$ cat src/rtl/mem_io_pkg.sv
// Shared types and helpers for the memory/IO bridge: FSM encoding, default
// IO window base and the channel-index width helper.
package mem_io_pkg;

    typedef enum logic [1:0] {
        ST_IDLE = 2'd0,
        ST_WAIT = 2'd1,
        ST_DONE = 2'd2
    } state_t;

    localparam logic [31:0] DEF_BASE_ADDR = 32'hFFFFFC00;

    // Keeps index vectors at least one bit wide when only one channel exists.
    function automatic int idx_w(input int n);
        return (n > 1) ? $clog2(n) : 1;
    endfunction

endpackage

$ cat src/rtl/io_addr_decode.sv
// Combinational IO window decode: address -> channel index and mapped flag.
module io_addr_decode
    import mem_io_pkg::*;
#(
    parameter int                DATA_W         = 32,
    parameter int                N_CH           = 4,
    parameter logic [DATA_W-1:0] BASE_ADDR      = DEF_BASE_ADDR[DATA_W-1:0],
    parameter int                CH_STRIDE_LOG2 = 4,
    parameter int                IDX_W          = idx_w(N_CH)
) (
    input  logic [DATA_W-1:0] addr_i,
    output logic              mapped_o,
    output logic [IDX_W-1:0]  idx_o
);

    logic [DATA_W-1:0] off;
    logic [DATA_W-1:0] idx_full;

    assign off      = addr_i - BASE_ADDR;
    assign idx_full = off >> CH_STRIDE_LOG2;
    // The lower bound guards against addresses that wrap below the window.
    assign mapped_o = (addr_i >= BASE_ADDR) && (idx_full < DATA_W'(N_CH));
    assign idx_o    = idx_full[IDX_W-1:0];

endmodule

$ cat src/rtl/mem_io_bridge.sv
// CPU-side bridge: zero-latency memory pass-through plus a registered IO
// access engine with per-channel ready handshake, CPU stall and timeout.
module mem_io_bridge
    import mem_io_pkg::*;
#(
    parameter int                DATA_W         = 32,
    parameter int                IO_W           = 16,
    parameter int                N_CH           = 4,
    parameter logic [DATA_W-1:0] BASE_ADDR      = DEF_BASE_ADDR[DATA_W-1:0],
    parameter int                CH_STRIDE_LOG2 = 4,
    parameter int                TIMEOUT        = 255
) (
    input  logic                 clock,
    input  logic                 reset,
    input  logic                 m_read,
    input  logic                 m_write,
    input  logic                 io_read,
    input  logic                 io_write,
    input  logic [DATA_W-1:0]    addr_in,
    input  logic [DATA_W-1:0]    r_rdata,
    input  logic [DATA_W-1:0]    m_rdata,
    output logic [DATA_W-1:0]    addr_out,
    output logic [DATA_W-1:0]    write_data,
    output logic [DATA_W-1:0]    r_wdata,
    output logic                 stall,
    output logic [N_CH-1:0]      ch_sel,
    output logic                 ch_wr,
    output logic                 ch_rd,
    output logic [IO_W-1:0]      ch_wdata,
    input  logic [N_CH*IO_W-1:0] ch_rdata,
    input  logic [N_CH-1:0]      ch_ready,
    output logic                 bus_err
);

    localparam int IDX_W = idx_w(N_CH);

    state_t            state_q, state_d;
    logic [IDX_W-1:0]  idx_q, idx_d;
    logic [N_CH-1:0]   sel_q, sel_d;
    logic              rd_q, rd_d;
    logic              wr_q, wr_d;
    logic [IO_W-1:0]   wdata_q, wdata_d;
    logic [DATA_W-1:0] rdata_q, rdata_d;
    logic [15:0]       tcnt_q, tcnt_d;
    logic              err_q, err_d;

    logic              mapped;
    logic [IDX_W-1:0]  dec_idx;

    io_addr_decode #(
        .DATA_W         (DATA_W),
        .N_CH           (N_CH),
        .BASE_ADDR      (BASE_ADDR),
        .CH_STRIDE_LOG2 (CH_STRIDE_LOG2),
        .IDX_W          (IDX_W)
    ) u_dec (
        .addr_i   (addr_in),
        .mapped_o (mapped),
        .idx_o    (dec_idx)
    );

    assign addr_out   = addr_in;
    assign write_data = m_write ? r_rdata : '0;
    assign r_wdata    = m_read ? m_rdata : rdata_q;
    assign ch_sel     = sel_q;
    assign ch_rd      = rd_q;
    assign ch_wr      = wr_q;
    assign ch_wdata   = wdata_q;
    assign bus_err    = err_q;

    always_comb begin
        state_d = state_q;
        idx_d   = idx_q;
        sel_d   = sel_q;
        rd_d    = rd_q;
        wr_d    = wr_q;
        wdata_d = wdata_q;
        rdata_d = rdata_q;
        tcnt_d  = tcnt_q;
        err_d   = 1'b0;
        stall   = 1'b0;
        case (state_q)
            ST_IDLE: begin
                if (io_read || io_write) begin
                    stall = 1'b1;
                    if (mapped) begin
                        idx_d          = dec_idx;
                        sel_d          = '0;
                        sel_d[dec_idx] = 1'b1;
                        rd_d           = io_read;
                        wr_d           = ~io_read;
                        wdata_d        = r_rdata[IO_W-1:0];
                        tcnt_d         = '0;
                        state_d        = ST_WAIT;
                    end else begin
                        rdata_d = '0;
                        err_d   = 1'b1;
                        state_d = ST_DONE;
                    end
                end
            end
            ST_WAIT: begin
                stall = 1'b1;
                if (ch_ready[idx_q]) begin
                    if (rd_q) rdata_d = DATA_W'(ch_rdata[idx_q*IO_W +: IO_W]);
                    sel_d   = '0;
                    rd_d    = 1'b0;
                    wr_d    = 1'b0;
                    state_d = ST_DONE;
                end else if (tcnt_q == 16'(TIMEOUT - 1)) begin
                    rdata_d = '0;
                    err_d   = 1'b1;
                    sel_d   = '0;
                    rd_d    = 1'b0;
                    wr_d    = 1'b0;
                    state_d = ST_DONE;
                end else begin
                    tcnt_d = tcnt_q + 16'd1;
                end
            end
            ST_DONE: state_d = ST_IDLE;
            default: state_d = ST_IDLE;
        endcase
        // Nothing can start while reset is held, so the hold request must drop with it.
        if (reset) stall = 1'b0;
    end

    always_ff @(posedge clock or posedge reset) begin
        if (reset) begin
            state_q <= ST_IDLE;
            idx_q   <= '0;
            sel_q   <= '0;
            rd_q    <= 1'b0;
            wr_q    <= 1'b0;
            wdata_q <= '0;
            rdata_q <= '0;
            tcnt_q  <= '0;
            err_q   <= 1'b0;
        end else begin
            state_q <= state_d;
            idx_q   <= idx_d;
            sel_q   <= sel_d;
            rd_q    <= rd_d;
            wr_q    <= wr_d;
            wdata_q <= wdata_d;
            rdata_q <= rdata_d;
            tcnt_q  <= tcnt_d;
            err_q   <= err_d;
        end
    end

endmodule
$ cat config.mk
export PLATFORM = sky130hd
export DESIGN_NAME = mem_io_bridge
export DESIGN_NICKNAME = d
export VERILOG_FILES = /design/src/rtl/mem_io_pkg.sv /design/src/rtl/io_addr_decode.sv /design/src/rtl/mem_io_bridge.sv
export SDC_FILE = /design/constraint.sdc
export NUM_CORES = 1
export LEC_CHECK = 0
export CAP_MARGIN = 20
export CORE_MARGIN = 1.5
export CORE_UTILIZATION = 31
export CTS_CLUSTER_DIAMETER = 120
export DETAILED_ROUTE_END_ITERATION = 8
export HOLD_SLACK_MARGIN = 0.06
export PLACE_DENSITY = 0.84
export SYNTH_ARGS = -nofsm -noshare
export SYNTH_HDL_FRONTEND = slang
export SYNTH_HIERARCHICAL = 1
export SYNTH_SLANG_ARGS = --single-unit
$ cat constraint.sdc
create_clock -name clock -period 2.4 [get_ports clock]
set_input_delay 0.6 -clock clock [delete_from_list [all_inputs] [get_ports clock]]
set_output_delay 0.6 -clock clock [all_outputs]
set_load 0.02 [all_outputs]
; Word level (Yosys, flattened, before mapping)
; Cells that the tools add are included.
[word_totals]
reg_bits = 75
latchBits = 0
ram_bits = 0
romBits = 0
in_bits = 170
out_inout_bits = 120
word_cells = 80
n_memories = 0
[op_classes]
add_sub_neg = 2
mul = 0
div_mod_pow = 0
n_lt_le_gt_ge = 5
eq_ne = 9
shift = 1
n_mux = 43
n_bitwise = 1
n_reduce_logical = 10
[ops]
columns = op, count
row1 = 32-bit 2-to-1 mux, 7
row2 = 16-bit 2-to-1 mux, 4
row3 = 32-bit one-hot mux with 2 select lines, 1
row4 = 64-bit by 7-bit indexed part select with 16-bit output, 1
row5 = 32-bit >= comparator (second input constant), 1
row6 = 16-bit one-hot mux with 2 select lines, 1
row7 = 32-bit subtractor (second input constant), 1
row8 = 28-bit by 3-bit < comparator with 1-bit output (second input constant), 1
row9 = 16-bit by 1-bit adder with 16-bit output (second input constant), 1
row10 = 16-bit by 8-bit equality test with 1-bit output (second input constant), 1
row11 = 4-bit 2-to-1 mux, 4
row12 = 1-bit 2-to-1 mux, 14
row13 = 2-bit inequality test (second input constant), 5
row14 = 5-bit AND reduction, 2
row15 = 2-bit 2-to-1 mux, 4
row16 = 1-bit one-hot mux with 2 select lines, 4
row17 = 4-bit one-hot mux with 2 select lines, 1
row18 = 2-bit by 3-bit < comparator with 1-bit output (second input constant), 2
row19 = 3-bit inequality test (second input constant), 2
row20 = 2-bit one-hot mux with 2 select lines, 1
row21 = 4-bit AND reduction, 1
row22 = 3-bit AND reduction, 1
row23 = 1-bit binary-select mux with 2-bit select, 1
row24 = 1-bit demux with 2-bit select, 1
row25 = other kinds (8), 9

; Longest topological paths before layout
[depth]
ltp_word = 8
ltp_mapped = 9
depth_no_buf = 8

; Cells and area by module
; The synthesis kept the hierarchy.
[by_module_without_submodules]
columns = mod, n_inst, cells_per_inst, area_per_inst_um2
row1 = mem_io_bridge, 1, 384, 3751.1
row2 = io_addr_decode, 1, 11, 88.8

; Least setup slack after synthesis
; OpenSTA, ideal clock, no wires.
[synth_path]
path_type = input to register
from = input port addr_in[22]
to = register tcnt_q[4]
arrival_ns = 2.886
required_time_ns = 2.266
setup_slack_ns = -0.620
path_stages = 9
path_buffers = 1
path_cell_list = nand4_1 or4_1 nor4_2 o21ai_0 nor3_1 a21oi_2 buf_2 o21ai_0 o41ai_1
[synth_via]
elab_chain_cells = 5
word_cells_on_any_way = 6
[synth_lines]
columns = item, line
row1 = from (decl), mem_io_bridge.sv:19  ; input logic [DATA_W-1:0] addr_in,
row2 = 32-bit subtractor, io_addr_decode.sv:19  ; assign off = addr_i - BASE_ADDR;
row3 = 28-bit by 3-bit < comparator with 1-bit output, io_addr_decode.sv:22  ; assign mapped_o = (addr_i >= BASE_ADDR) && (idx_full < DATA_W'(N_CH));
row4 = 1-bit logical AND *, io_addr_decode.sv:22
row5 = via mapped, mem_io_bridge.sv:47  ; logic mapped;
row6 = 2-bit inequality test (no source line) *, -
row7 = 5-bit AND reduction (no source line) *, -
row8 = to (signal assigned), mem_io_bridge.sv:147  ; tcnt_q <= tcnt_d;
row9 = to (decl), mem_io_bridge.sv:44  ; logic [15:0] tcnt_q, tcnt_d;
; The timed path passes the listed nets; every way through them passes the cells marked *.
; A chain may end at the register's enable or synchronous reset.

; Final worst setup path
[layout_path]
from = input port addr_in[9]
to = register tcnt_q[6]
; Same word-level chain as after synthesis.

==> results.yml <==
run_status:
  outcome: "completed"
yosys:
  ys_top_cells_by_area: "dfrtp_1 38%, mux4_2 9.4%, and2_1 8.0%"
  async_flop_share_pct: 100
  yosysTopAreaCell: "dfrtp_1"
  ys_seq_area_share_pct: 38.4
  syn_avg_cell_area_sq_um: 9.72
  synth_ff_type: "dfrtp_1"
  yosysWarnings: 6
  synth_top_area_share_pct: 38.4
  synth_edf_count: 0
  syn_inst: 395
  synth_common_cells: "67 x nand2_1, 59 x dfrtp_1, 49 x and2_1, 34 x buf_4, 23 x mux2_2"
  syn-num-nets: 567
  ys_ff_latch: 59
  yosysMostFrequentCell: "nand2_1"
  syn-cell-area_sq_um: 3840
  synth_cell_type_count: 45
cts:
  cts.path.max_buffers: 2
  cts.sinks: 59
  numCtsBuffers: 9
  holdBufCountCts: 0
  htree_levels: 3
  path_clk_slew_ns: 0.05
  cts_tree: "done"
  cts-root-buf: "clkbuf_16"
  clk_latency_ns: 0.33
timing:
  maxSlewViolCount: 0
  post-route-period-util_pct: 99.2
  whs_ns: 0.479
  fmax_mhz: 420
  rsz0062_at_grt: "true"
  skew_ns: 0.00618
  worstMarginPinSlew_ns: 0.641
  slew_headroom_pct: 57.1
  setup_viol: 0
  setup-tns-final_ns: 0
  layout_min_cycle_time_ns: 2.38
  hold_violations: 0
die:
  die_y_microns: 114
  core_area_sq_um: 12100
  initial_core_util_pct: 31.8
  dieArea_sq_um: 13100
  ios: 290
  die_w_microns: 114
  row_count: 40
placed_design:
  dp_hpwl_microns: 13500
  post_dp_cell_area_sq_um: 6970
  placed_cells: 839
  io_buffers: 281
  gp_congestion: 0.891
critical_path:
  slowest_stage: "or4_4"
  crit_required_ns: 2.66
  critPathCaptureType: "flip-flop"
  cp_slowest_stage_delay_ns: 0.55
  cp.buffers_inverters: 3
  crit_arrival_ns: 2.64
  path_class: "primary input to flip-flop"
  critPathTopFamily: "simple AND/OR/NAND/NOR gates"
  worstPathCellList: "buf_6 > nand4b_1 > or4_4 > nor4_4 > o21ai_2 > buf_4 > nor3_4 > buf_12 > a21oi_4 > nor3_2 > o22a_1"
  critPathMaxFanout: 5
  start_kind: "primary input"
routing:
  post_drt_via_cell_ratio: 5.13
  maxUsedRoutingLayer: "met4"
  met3_wirelength_microns: 1820
  wl_microns: 17600
  post-route-drc-count: 0
  wl_met1_microns: 6090
  ant_nets: 0
  drt-initial-drc-count: 418
  wire_per_inst_microns: 20.2
  wl_met2_microns: 9190
  vias: 4452
  dr.pass1.iters: 5
global_routing:
  grt_max_degree: 33
  grt_antenna_before_repair: 0
  track_usage_pct: 26.2
  grt_pass1_wl_microns: 25600
  overflow: 0
  grt_pass1_vias: 4601
finish:
  final_cell_area_sq_um: 7380
  area_growth_pct: 92.1
  n_antenna_cell: 0
  final_cell_count_no_fill: 868
  final_layout_size_suffix_gt1_share_pct: 24.7
  fin_util_pct: 61.2
  num-nets-final: 869
power_and_ir_drop:
  internal_power_uw: 2120
  ir_drop_mv: 0.302
  p_clk_share_pct: 38.4
  p_comb_share_pct: 26.3
  leakagePower_uw: 0.00338
  seqPwrFrac_pct: 35.3
  switching_share_pct: 25.7
  switchingPower_uw: 732
  power_per_cell_area_nw_per_um2: 387
min_path:
  worstHoldPathType: "flip-flop to flip-flop"
flow_run:
  maxCapViolations: 0
[metal layers]
| metal | track usage (%) | up-vias |
|---|---|---|
| li1 | - | 1990 |
| met1 | 29.2 | 2131 |
| met2 | 47.9 | 302 |
| met3 | 7.04 | 29 |
| met4 | 9.33 | 0 |
| met5 | 0 | - |
[logic make-up (layout without fill, tap and decap cells)]
logic type | after synthesis | count (layout) | share of synthesized area, %
fa+ha+maj | 2 | 2 | 0.652
buf+inv | 63 | 364 | 9.74
simple gates | 168 | 168 | 23.0
mux | 41 | 41 | 16.7
flops | 59 | 59 | 38.4
compound gates | 62 | 66 | 11.5
[registers in the layout, indices dropped and copies added (netlist names)]
signal	cells
ch_wdata	16
rdata_q	16
tcnt_q	16
ch_sel	4
idx_q	2
state_q	2
bus_err	1
ch_rd	1
ch_wr	1
[area by class of cell]
type,instances,area [sq um]
Multi-Input combinational cell,277,2170
Clock inverter,3,17.5
Sequential cell,59,1480
Tap cell,168,210
Inverter,6,22.5
Clock buffer,11,233
Fill cell,982,4680
Timing Repair Buffer,344,3240
[power by group through the flow]
stage | clock (uW) | sequential, uW | combinational, uW
CTS | 1100 | 1010 | 752
global placement | 0 | 1020 | 783
floorplan | 0 | 1020 | 288
finish | 1100 | 1010 | 750
detailed placement | 0 | 1020 | 790
global route | 1150 | 1010 | 791
[per-stage QoR]
stage	setup WS, ns	power, uW
finish	0.0187	2850
global placement	-0.511	1800
detailed placement	-0.576	1810
global route	-0.0473	2950
floorplan	-0.0531	1310
CTS	-0.0807	2860
[worst min-delay path, delay by kind of cell, from the launching register on]
kind / cells / cell delay [ns]
and+or+nand+nor: 2 / 0.10
DFF: 1 / 0.34
[worst paths after layout]
| path | from | slack [ns] | end | cells past startpoint |
|---|---|---|---|---|
| worst max-delay path | addr_in[9] | 0.02 | tcnt_q[6]$_DFFE_PP0P_ | 11 |
| worst min-delay path | ch_wdata[11]$_DFFE_PP0P_ | 0.48 | ch_wdata[11]$_DFFE_PP0P_ | 2 |
| worst max register to register | tcnt_q[0]$_DFFE_PP0P_ | 0.04 | rdata_q[1]$_DFFE_PP0P_ | 7 |
| worst min register to register | ch_wdata[11]$_DFFE_PP0P_ | 0.48 | ch_wdata[11]$_DFFE_PP0P_ | 2 |
| max in group asynchronous | reset | 1.26 | ch_wdata[0]$_DFFE_PP0P_ | 3 |
| min in group asynchronous | reset | 0.67 | tcnt_q[10]$_DFFE_PP0P_ | 2 |
[cells in the final DEF (no fill, tap or decap), drive strengths merged, types with 3 or more instances in the layout]
| cell | n |
|---|---|
| and2 | 50 |
| a31oi | 5 |
| clkbuf | 18 |
| o21ai | 22 |
| dlygate4sd2 | 58 |
| inv | 6 |
| dlymetal6s2s | 4 |
| nand3 | 7 |
| nor2 | 14 |
| nor3 | 4 |
| nand4 | 8 |
| nand4b | 3 |
| a32o | 16 |
| or4 | 3 |
| mux4 | 16 |
| mux2 | 23 |
| a21oi | 10 |
| nand2 | 67 |
| o31ai | 5 |
| buf | 79 |
| dfrtp | 59 |
| clkdlybuf4s15 | 6 |
| clkdlybuf4s50 | 190 |
[what timing repair did]
action                                  CTS  global route
pin swaps                                21            20
gates cloned                              5             1
endpoints found under the setup margin  118            62
gates resized for setup                 138            34
setup buffers                             6             3
(Power assumes the default switching activity.)
